===== src/rtl/intc_arm_pkg.sv =====
// intc_arm_pkg: register map and constants shared by the interrupt controller and core-side drivers
package intc_arm_pkg;
  typedef enum logic [2:0] {
    INTC_REG_IRQ_STATUS,
    INTC_REG_FIQ_STATUS,
    INTC_REG_RAW,
    INTC_REG_ENABLE_SET,
    INTC_REG_ENABLE_CLR,
    INTC_REG_SELECT,
    INTC_REG_EDGE,
    INTC_REG_VECTOR
  } intc_reg_e;
  localparam logic [31:0] INTC_NO_VECTOR = 32'h8000_0000;
endpackage


===== src/rtl/intc_source.sv =====
// intc_source: per-line synchroniser, rise detect and edge latch for one interrupt source
// Ports: src_i raw async line, edge_i edge-mode select, clr_i latch clear,
// raw_o level (synchronised line) or latched edge depending on edge_i.
module intc_source (
  input  logic clk,
  input  logic rst_n,
  input  logic src_i,
  input  logic edge_i,
  input  logic clr_i,
  output logic raw_o
);
  logic s1_q, s2_q, prev_q, latch_q, latch_d, rise;
  assign rise = s2_q & ~prev_q;
  // a rise on the same edge as a clear keeps the latch set
  assign latch_d = (latch_q & ~clr_i) | rise;
  always_ff @(posedge clk or negedge rst_n) begin
    if (!rst_n) begin
      s1_q    <= 1'b0;
      s2_q    <= 1'b0;
      prev_q  <= 1'b0;
      latch_q <= 1'b0;
    end else begin
      s1_q    <= src_i;
      s2_q    <= s1_q;
      prev_q  <= s2_q;
      latch_q <= latch_d;
    end
  end
  assign raw_o = edge_i ? latch_q : s2_q;
endmodule


===== src/rtl/intc_arm.sv =====
// intc_arm: memory-mapped IRQ/FIQ interrupt controller with Avalon-MM slave
// Ports: sources async peripheral lines; avl_* Avalon-MM slave (read latency 1,
// no waitrequest); irq/fiq registered request levels to the core.
module intc_arm
  import intc_arm_pkg::*;
#(
  parameter int NUM_SOURCES = 32
) (
  input  logic                   clk,
  input  logic                   rst_n,
  input  logic [NUM_SOURCES-1:0] sources,
  input  logic [2:0]             avl_address,
  input  logic                   avl_read,
  input  logic                   avl_write,
  input  logic [31:0]            avl_writedata,
  output logic [31:0]            avl_readdata,
  output logic                   irq,
  output logic                   fiq
);
  localparam int N = NUM_SOURCES;
  logic [N-1:0] enable_q, enable_d, select_q, select_d, edge_q, edge_d;
  logic [N-1:0] raw, clr, act_irq, act_fiq, wd;
  logic [31:0]  rdata_q, rdata_d, vector;
  logic [31:0]  rmux [8];
  logic         irq_q, fiq_q, vec_hit;
  logic [4:0]   vec_idx;
  logic         wr_set, wr_clr, wr_sel, wr_edge, wr_vec;
  assign wd      = avl_writedata[N-1:0];
  assign wr_set  = avl_write && avl_address == INTC_REG_ENABLE_SET;
  assign wr_clr  = avl_write && avl_address == INTC_REG_ENABLE_CLR;
  assign wr_sel  = avl_write && avl_address == INTC_REG_SELECT;
  assign wr_edge = avl_write && avl_address == INTC_REG_EDGE;
  assign wr_vec  = avl_write && avl_address == INTC_REG_VECTOR;
  always_comb begin
    enable_d = wr_set ? enable_q | wd : wr_clr ? enable_q & ~wd : enable_q;
    select_d = wr_sel ? wd : select_q;
    edge_d   = wr_edge ? wd : edge_q;
    // leaving edge mode also drops whatever the latch was holding
    clr      = (wr_vec ? wd : '0) | (wr_edge ? edge_q & ~wd : '0);
  end
  for (genvar i = 0; i < N; i++) begin : g_src
    intc_source u_src (
      .clk    (clk),
      .rst_n  (rst_n),
      .src_i  (sources[i]),
      .edge_i (edge_q[i]),
      .clr_i  (clr[i]),
      .raw_o  (raw[i])
    );
  end
  assign act_irq = raw & enable_q & ~select_q;
  assign act_fiq = raw & enable_q & select_q;
  // scan downward so the lowest-numbered active source is the last to overwrite
  always_comb begin
    vec_idx = '0;
    vec_hit = 1'b0;
    for (int i = N - 1; i >= 0; i--) begin
      if (act_irq[i]) begin
        vec_idx = 5'(i);
        vec_hit = 1'b1;
      end
    end
  end
  assign vector = vec_hit ? {27'b0, vec_idx} : INTC_NO_VECTOR;
  assign rmux[INTC_REG_IRQ_STATUS] = 32'(act_irq);
  assign rmux[INTC_REG_FIQ_STATUS] = 32'(act_fiq);
  assign rmux[INTC_REG_RAW]        = 32'(raw);
  assign rmux[INTC_REG_ENABLE_SET] = 32'(enable_q);
  assign rmux[INTC_REG_ENABLE_CLR] = 32'(enable_q);
  assign rmux[INTC_REG_SELECT]     = 32'(select_q);
  assign rmux[INTC_REG_EDGE]       = 32'(edge_q);
  assign rmux[INTC_REG_VECTOR]     = vector;
  // reads sample pre-write state, so a colliding write is not visible yet
  assign rdata_d = avl_read ? rmux[avl_address] : rdata_q;
  always_ff @(posedge clk or negedge rst_n) begin
    if (!rst_n) begin
      enable_q <= '0;
      select_q <= '0;
      edge_q   <= '0;
      rdata_q  <= '0;
      irq_q    <= 1'b0;
      fiq_q    <= 1'b0;
    end else begin
      enable_q <= enable_d;
      select_q <= select_d;
      edge_q   <= edge_d;
      rdata_q  <= rdata_d;
      irq_q    <= |act_irq;
      fiq_q    <= |act_fiq;
    end
  end
  assign avl_readdata = rdata_q;
  assign irq          = irq_q;
  assign fiq          = fiq_q;
endmodule


===== config.mk =====
export PLATFORM = sky130hd
export DESIGN_NAME = intc_arm
export DESIGN_NICKNAME = d
export VERILOG_FILES = /design/src/rtl/intc_arm_pkg.sv /design/src/rtl/intc_source.sv /design/src/rtl/intc_arm.sv
export SDC_FILE = /design/constraint.sdc
export NUM_CORES = 1
export LEC_CHECK = 0
export ABC_AREA = 1
export BUFFER_PORTS_ARGS = -buffer_cell sky130_fd_sc_hd__buf_2
export CAP_MARGIN = 20
export CORE_ASPECT_RATIO = 0.8
export CORE_MARGIN = 8
export CORE_UTILIZATION = 55
export CTS_CLUSTER_DIAMETER = 80
export DETAILED_ROUTE_END_ITERATION = 7
export PLACE_DENSITY = 0.75
export SLEW_MARGIN = 15
export SYNTH_ARGS = -nofsm -noshare
export SYNTH_HDL_FRONTEND = slang
export SYNTH_SLANG_ARGS = --single-unit
export TNS_END_PERCENT = 5

===== constraint.sdc =====
create_clock -name clk -period 5.8 [get_ports clk]
set_input_delay 0.29 -clock clk [delete_from_list [all_inputs] [get_ports clk]]
set_output_delay 0.29 -clock clk [all_outputs]
set_load 0.1 [all_outputs]

# After elaboration in Yosys (flattened, before gate mapping)
# Cells that the tools add are included.
# word_totals
regBits,258
elab_cells,422
# op_classes
order_cmp,1
n_eq_ne,5
mux,104
n_bitwise,170
reduce_logical,8
# op_table
op,n
32-bit 2-to-1 mux,7
32-bit AND,5
5-bit 2-to-1 mux,32
32-bit binary-select mux with 3-bit select,1
1-bit AND,64
1-bit 2-to-1 mux,64
1-bit inverter,64
32-bit inverter,2
32-bit OR,2
32-bit OR reduction,2
1-bit OR,32
"3-bit == test, second input constant",4
1-bit logical AND,5
"4-bit >= comparator, second input constant",1
3-bit inverter with 4-bit output,1
"3-bit by 2-bit == test with 1-bit output, second input constant",1
2-bit nonzero test,1

# Logic depth before layout (Yosys ltp)
# Gate-level depths: netlist of the first run.
# logic_depth
ltp_word,39
mapped_depth,38
depth_no_buf,38

# Hierarchy
# A second synthesis of the first run with hierarchy kept.
# unflattened
cells_unflattened,1426
area_unflattened_um2,11730.0
# modules_own_cells
mod,instances,cells_per_inst,area_each_um2,seq_area_each_um2
intc_arm,1,1010,7445.9,3253.1
intc_source,32,13,133.9,100.1

# Worst setup path before layout of the first run
# OpenSTA, ideal clock, no wires.
# synth_path
kind,reg2reg
startpoint,register g_src[26].u_src.s2_q
endpoint,register rdata_q[0] (netlist: avl_readdata[0])
setup_time_ps,120
arrival_time_ps,2146
t_required_ps,5680
slack_ps,3535
stages_incl_launch_ff,37
path_buffers,0
cell_sequence,dfrtp_1 > clkinv_2 > nand2_2 > o21ai_2 > nor2_2 > inv_1 > or2_4 > nand2_1 > nand2_1 > nand2_1 > nand2_1 > nand2_1 > nand2_1 > nand2_1 > nand2_1 > nand2_1 > nand2_1 > nand2_1 > nand2_1 > nand2_1 > nand2_1 > nand2_1 > nand2_1 > nand2_1 > nand2_1 > nand2_1 > nand2_1 > nand2_1 > nand2_1 > nand2_1 > nand2_1 > nand2_1 > nand2_1 > nand2_1 > nand2_1 > nand2_1 > nand2_1
# synth_via
elab_chain_len,34
elab_cells_between_ends,61
classes_between,mux (59); bitwise (2)
# synth_rtl
element,line,rtl
from (decl),intc_source.sv:12,"logic s1_q, s2_q, prev_q, latch_q, latch_d, rise;"
from (signal assigned),intc_source.sv:24,s2_q <= s1_q;
1-bit 2-to-1 mux *,intc_source.sv:29,assign raw_o = edge_i ? latch_q : s2_q;
32-bit AND * (2 in series),intc_arm.sv:51,assign act_irq = raw & enable_q & ~select_q;
5-bit 2-to-1 mux or 1-bit 2-to-1 mux (tied branches) (27 in series),intc_arm.sv:58,if (act_irq[i]) begin
32-bit 2-to-1 mux *,intc_arm.sv:64,"assign vector = vec_hit ? {27'b0, vec_idx} : INTC_NO_VECTOR;"
32-bit binary-select mux with 3-bit select *,intc_arm.sv:74,assign rdata_d = avl_read ? rmux[avl_address] : rdata_q;
32-bit 2-to-1 mux (implied by the code) * (2 in series),intc_arm.sv:74,
to (signal assigned),intc_arm.sv:87,rdata_q <= rdata_d;
to (decl),intc_arm.sv:23,"logic [31:0] rdata_q, rdata_d, vector;"
# Every way passes the cells marked *; elsewhere a longest branch is shown, timed or not. The select of a mux whose other input is x is not followed.
# A chain may end at the register's enable or synchronous reset.

# Final worst setup path of the first run
# layout_path
startpoint,register edge_q[29]
endpoint,register rdata_q[0] (netlist: avl_readdata[0])
# layout_via
elab_chain_len,37
elab_cells_between_ends,67
classes_between,mux (65); bitwise (2)
# layout_rtl
element,line,rtl
from (decl),intc_arm.sv:21,"logic [N-1:0] enable_q, enable_d, select_q, select_d, edge_q, edge_d;"
from (signal assigned),intc_arm.sv:86,edge_q <= edge_d;
1-bit 2-to-1 mux *,intc_source.sv:29,
32-bit AND * (2 in series),intc_arm.sv:51,
5-bit 2-to-1 mux or 1-bit 2-to-1 mux (tied branches) (30 in series),intc_arm.sv:58,
32-bit 2-to-1 mux *,intc_arm.sv:64,
32-bit binary-select mux with 3-bit select *,intc_arm.sv:74,
32-bit 2-to-1 mux (implied by the code) * (2 in series),intc_arm.sv:74,
# Marked as above.

==> summary.txt, run 1 <==
Run status: finished, final reports clean
Post-Syn Instances: 1,386
Final Hold Viols: 0
Crit-path slowest cell: dfrtp_1
Most used cell, CP: nand2_1
Peak per-stage delay on the critical path: 0.39 ns
Root buffer cell: clkbuf_16
Area share of the largest cell type after synthesis: 55.7%
DR pass1 iterations: 5
IO Pins: 105
Fmax: 0.377 GHz
TNS Setup: 0 ns
Pwr per Cell Area: 360 nW/um^2
Area Overhead vs Synth: 18.9%
Row cnt: 47
RSZ-0062 raised after global routing: no
Mean Syn Cell Area: 8.37 sq um
Crit-path max FO: 4
Most common cell after layout, fill and taps aside: nand2_1
Most frequent cells in the layout: 318 x nand2_1, 258 x dfrtp_1, 209 x o21ai_0
Worst setup SP type: flip-flop
Slew Viols, Final: 0
CP arrival: 3.07 ns
CP top delay family: simple AND/OR/NAND/NOR gates
Core area: 20,700 sq um
Initial Util: 56.0%
Max_slew headroom: 30.5%
CTS clk-pin slew, worst paths: 0.07 ns
Yosys warning total: 0
DR WL/cell: 16.6 microns
Die W: 178 microns
Area of the multi-input gates: 4180 sq um
PnR worst setup slack: 3.15 ns
Nets@finish: 1,603
CTS buffer count: 26
Vias: 10,100
Largest cells by area after synthesis: dfrtp_1 56%, nand2_1 10%, o21ai_0 9.0%, inv_1 5.8%, nor2_1 3.8%
Drt via density: 5.53
Pleak: 6.57 nW
Antenna violations before repair: 0
Vias in the first global route: 9,642
Min Tclk post-route: 2.65 ns
CP bufs+invs: 1
ANT cells: 0
Post-place setup slack: 3.15 ns
Hpwl dp: 18.7 mm
Share of layout cells above drive strength 1: 12.3%
Final core utilization: 66.6%
Min-Delay Path Class: in -> reg
Reg area: 6460 sq um
Area leader, netlist: dfrtp_1
Die Y-Extent: 146 microns
CP required: 6.22 ns
Clock tree buffer depth: 3
Clock insertion delay at the later pin of the skew report: 0.53 ns
Mapped Area: 11,600 sq um
Clock sink total: 258
CTS tree: done
Register bit total from synthesis: 258
Synth Net Count: 1,457
Resized cells post-CTS: 0
Initial drt markers: 1,085
Global-route usage over all layers: 23.1%
Fin crit share: 45.7%
H-tree Lvls: 1
Final setup violation count: 0
Full die area: 26,000 sq um
Worst Setup End Kind: flip-flop
Routed WL: 30.3 mm
Peak supply drop: 286 uV
Final Wtd Congestion: 0.840
Largest net degree at the start of global routing: 135
Maxcap violations: 0
Count of cell types in the netlist: 37
Post-synthesis sequential area ratio: 55.7%
Input/output buffers: 104
Slew @ Worst Pin: 1.04 ns
DRC Markers: 0
Post-route ant nets: 0
Total gr overflow: 0
WS Path Type: reg -> reg
First-pass GRT wire length: 49.3 mm
Filler instances: 1,690
Final Skew: 0.0121 ns
## power by group
part | switching, W | internal, W
Combinational | 0.000836 | 0.000324
Sequential | 0.000159 | 0.00202
Clock | 0.000669 | 0.000958
Total | 0.00166 | 0.00330
## metal layers
layer  global-route usage, %  routed length [microns]
met4                    4.62                      472
met5                       0                        0
met3                    3.94                     2170
met2                    35.8                    13600
met1                    33.7                    14000
## cell families after synthesis
kind of cell / Yosys count / share of synthesized area [%]
AND/OR/NAND/NOR: 493 / 16.8
AO/OA/AOI/OAI: 378 / 19.0
flip-flops: 258 / 55.7
buffers and inverters: 257 / 8.47
## metrics by stage
step | hold slack (ns) | total power, W | cell area, sq um | std cells
after floorplan | -0.00559 | 0.00300 | 11600 | 1386
after global placement | 0.333 | 0.00329 | 12300 | 1711
after detailed placement | 0.335 | 0.00332 | 12300 | 1711
after CTS | 0.00716 | 0.00499 | 13800 | 1818
after global routing | 0.0320 | 0.00522 | 13800 | 1818
final | 0.0299 | 0.00496 | 13800 | 1818
## worst paths after layout
| path | startpoint | endpoint | slack, ns | cells past startpoint |
|---|---|---|---|---|
| worst max-delay path | edge_q[29] | avl_readdata[0] | 3.15 | 38 |
| worst min-delay path | avl_writedata[17] | flip-flop | 0.03 | 3 |
| worst max register to register | edge_q[29] | avl_readdata[0] | 3.15 | 38 |
| worst min register to register | g_src[18].u_src.s1_q | g_src[18].u_src.s2_q | 0.35 | 0 |
| max in group asynchronous | rst_n | g_src[23].u_src.s2_q | 4.10 | 3 |
| min in group asynchronous | rst_n | asynchronous set/reset pin | 0.49 | 2 |
## tightest hold or removal path: stages
cell and delay (ns):
buf_2 0.11, nand2_1 0.06, nand2_1 0.06
## what timing repair did
| action | in CTS | in global routing |
|---|---|---|
| buffers inserted | 0 | 0 |
| hold buffers | 62 | 0 |
| hold endpoints to repair | 194 | 0 |
## synthesized netlist by cell type (all sizes together)
master	number
a211oi	1
a21oi	28
a221oi	15
a22o	6
a31oi	31
buf	4
clkbuf	54
clkinv	4
dfrtp	258
dlygate4sd1	1
inv	194
nand2	322
nand3	8
nand4	2
nor2	124
nor3	35
o2111ai	21
o211ai	4
o21ai	224
o21bai	1
o221a	3
o221ai	5
o22ai	35
o311ai	3
o31ai	1
or2	2
## area by class of cell
cell class | instances | share of cell area [%]
repair buffers | 177 | 9.04
flip-flops and latches | 258 | 46.8
inverters | 198 | 5.41
well taps | 269 | 2.44
clock inverters | 3 | 0.290
multi-input cells | 871 | 30.3
clock buffers | 42 | 5.67
No activity file was read; power rests on OpenSTA's default activity.
==> inputs of run 2 (changes only) <==
--- a/config.mk
+++ b/config.mk
@@ -10,10 +10,10 @@
 export CAP_MARGIN = 20
 export CORE_ASPECT_RATIO = 0.8
 export CORE_MARGIN = 8
-export CORE_UTILIZATION = 55
+export CORE_UTILIZATION = 54
 export CTS_CLUSTER_DIAMETER = 80
 export DETAILED_ROUTE_END_ITERATION = 7
-export PLACE_DENSITY = 0.75
+export PLACE_DENSITY = 0.76
 export SLEW_MARGIN = 15
 export SYNTH_ARGS = -nofsm -noshare
 export SYNTH_HDL_FRONTEND = slang
==> constraint.sdc (replaced) <==
create_clock -name clk -period 2.4 [get_ports clk]
set_input_delay 0.12 -clock clk [delete_from_list [all_inputs] [get_ports clk]]
set_output_delay 0.12 -clock clk [all_outputs]
set_load 0.1 [all_outputs]
==> run 2 against run 1 <==
Net effect: final cell count up 3.7%; combinational power rose to 2.7 times the previous value; critical path type unchanged; the run now ends with negative setup slack left; non-clock buffer count increased by 62; count of clock-buffer cells in the layout is 2 lower.
==> summary.txt, run 2 (synthesis gave the netlist of run 1 again) <==
Run status: complete, but fails checks
Failing checks: negative setup slack
Crit-path slowest cell: dfrtp_1
Slew Viols, Final: 0
Fmax: 0.377 GHz
Nets@finish: 1,664
Filler instances: 1,686
Levels on crit path: 35
Final setup violation count: 4
Die W: 180 microns
WS Path Type: reg -> reg
Total gr overflow: 0
CP top delay family: simple AND/OR/NAND/NOR gates
Final Wtd Congestion: 0.907
Hold slack: 0.0963 ns
Share of layout cells above drive strength 1: 16.6%
Drt via density: 5.58
Min-Delay Path Class: in -> reg
PnR worst setup slack: -0.254 ns
Max_slew headroom: 55.3%
Vias: 10,500
CP bufs+invs: 2
CTS tree: done
CP arrival: 3.08 ns
Final Hold Viols: 0
Post-route ant nets: 0
Worst Setup End Kind: flip-flop
Power Total: 0.0124 W
Pleak: 6.91 nW
Largest net degree at the start of global routing: 83
Crit-path max FO: 4
Area of the multi-input gates: 4250 sq um
CP required: 2.83 ns
DR WL/cell: 17.0 microns
Clock sink total: 258
DR pass1 iterations: 6
DRC Markers: 0
Root buffer cell: clkbuf_16
Reg area: 6460 sq um
IO Pins: 105
Dpl cells: 1,766
Die Y-Extent: 147 microns
CP endpoint: avl_readdata[0]
Layout Cells excl Fill: 1,886
Reg-to-reg slack, setup: -0.25 ns
Peak per-stage delay on the critical path: 0.39 ns
CTS buffer count: 25
Row cnt: 48
Worst r2r dst: avl_readdata[0]
Full die area: 26,400 sq um
Worst setup SP type: flip-flop
Routed WL: 32.2 mm
FF-to-FF Start: edge_q[26]
Hpwl dp: 20.7 mm
Most common cell after layout, fill and taps aside: nand2_1
Min Tclk post-route: 2.65 ns
Reg2Reg Depth: 35
Most used cell, CP: nand2_1
H-tree Lvls: 1
Initial Util: 54.4%
Clock insertion delay at the later pin of the skew report: 0.53 ns
Global-route usage over all layers: 24.2%
Final Skew: 0.0129 ns
Input/output buffers: 104
Final core utilization: 67.7%
Core area: 21,300 sq um
Peak supply drop: 637 uV
CTS clk-pin slew, worst paths: 0.07 ns
Slew @ Worst Pin: 0.670 ns
Critical Path Source: edge_q[26]
Most frequent cells in the layout: 314 x nand2_1, 258 x dfrtp_1, 206 x o21ai_0
First-pass GRT wire length: 52.8 mm
Initial drt markers: 935
Antenna violations before repair: 0
Area Overhead vs Synth: 24.4%
RSZ-0062 raised after global routing: yes
Maxcap violations: 0
Vias in the first global route: 10,400
Pwr per Cell Area: 858 nW/um^2
Fin crit share: 111%
Clock tree buffer depth: 3
==> run 2: how the worst min path moves through the flow <==
stage / startpoint / end / slack [ns] / depth (start not counted)
after floorplan: rst_n / asynchronous set/reset pin / -0.18 / 0
after global placement: rst_n / g_src[13].u_src.s1_q / 0.17 / 1
after detailed placement: rst_n / g_src[13].u_src.s2_q / 0.17 / 1
after CTS: avl_address[2] / g_src[3].u_src.latch_q / 0.06 / 4
after global routing: avl_address[2] / g_src[3].u_src.latch_q / 0.11 / 4
final: avl_address[2] / g_src[3].u_src.latch_q / 0.1 / 4
==> run 2: power breakdown <==
group          internal (W)  total (W)  switching [W]
Clock               0.00235    0.00399        0.00164
Combinational      0.000996    0.00313        0.00214
Sequential          0.00488    0.00525       0.000372
==> run 2: per-layer routing <==
| metal | vias to the layer above | GRT usage [%] | routed length (microns) |
|---|---|---|---|
| met5 | - | 0 | 0 |
| met4 | 0 | 7.49 | 827 |
| met3 | 74 | 4.49 | 2670 |
| met2 | 467 | 38.9 | 14600 |
| met1 | 4990 | 33.1 | 14000 |
| li1 | 4985 | - | - |
==> run 2: metrics by stage <==
stage / setup WS, ns / area (sq um) / setup TNS [ns]
3_3_place_gp: -0.119 / 12800 / -0.195
2_1_floorplan: 0.135 / 11600 / 0
5_1_grt: -0.548 / 14400 / -1.68
3_5_place_dp: -0.210 / 12800 / -0.485
6_report: -0.254 / 14400 / -0.720
4_1_cts: -0.200 / 14300 / -0.345
==> run 2: cell type report <==
cell class,count,area share (%)
antenna,1,0.0173
clock buffer,40,5.49
clock inverter,4,0.356
inverter,198,5.17
multi-input combinational,871,29.5
sequential,258,44.8
tap,275,2.39
timing repair buffer,239,12.4
==> run 2: timing repair <==
action,in CTS,in global routing
gates cloned,0,0
setup buffers,2,7
pin swaps,3,14
hold buffers,66,0
gates resized for setup,8,14
hold endpoints to repair,236,0
setup endpoints to repair,3,6
==> run 2: worst reg2reg max path: cells and delay by family (launching register included) <==
family / cells / cell delay, ns
buf+inv: 2 / 0.18
compound gates: 1 / 0.08
simple gates: 32 / 1.90
flops: 1 / 0.39
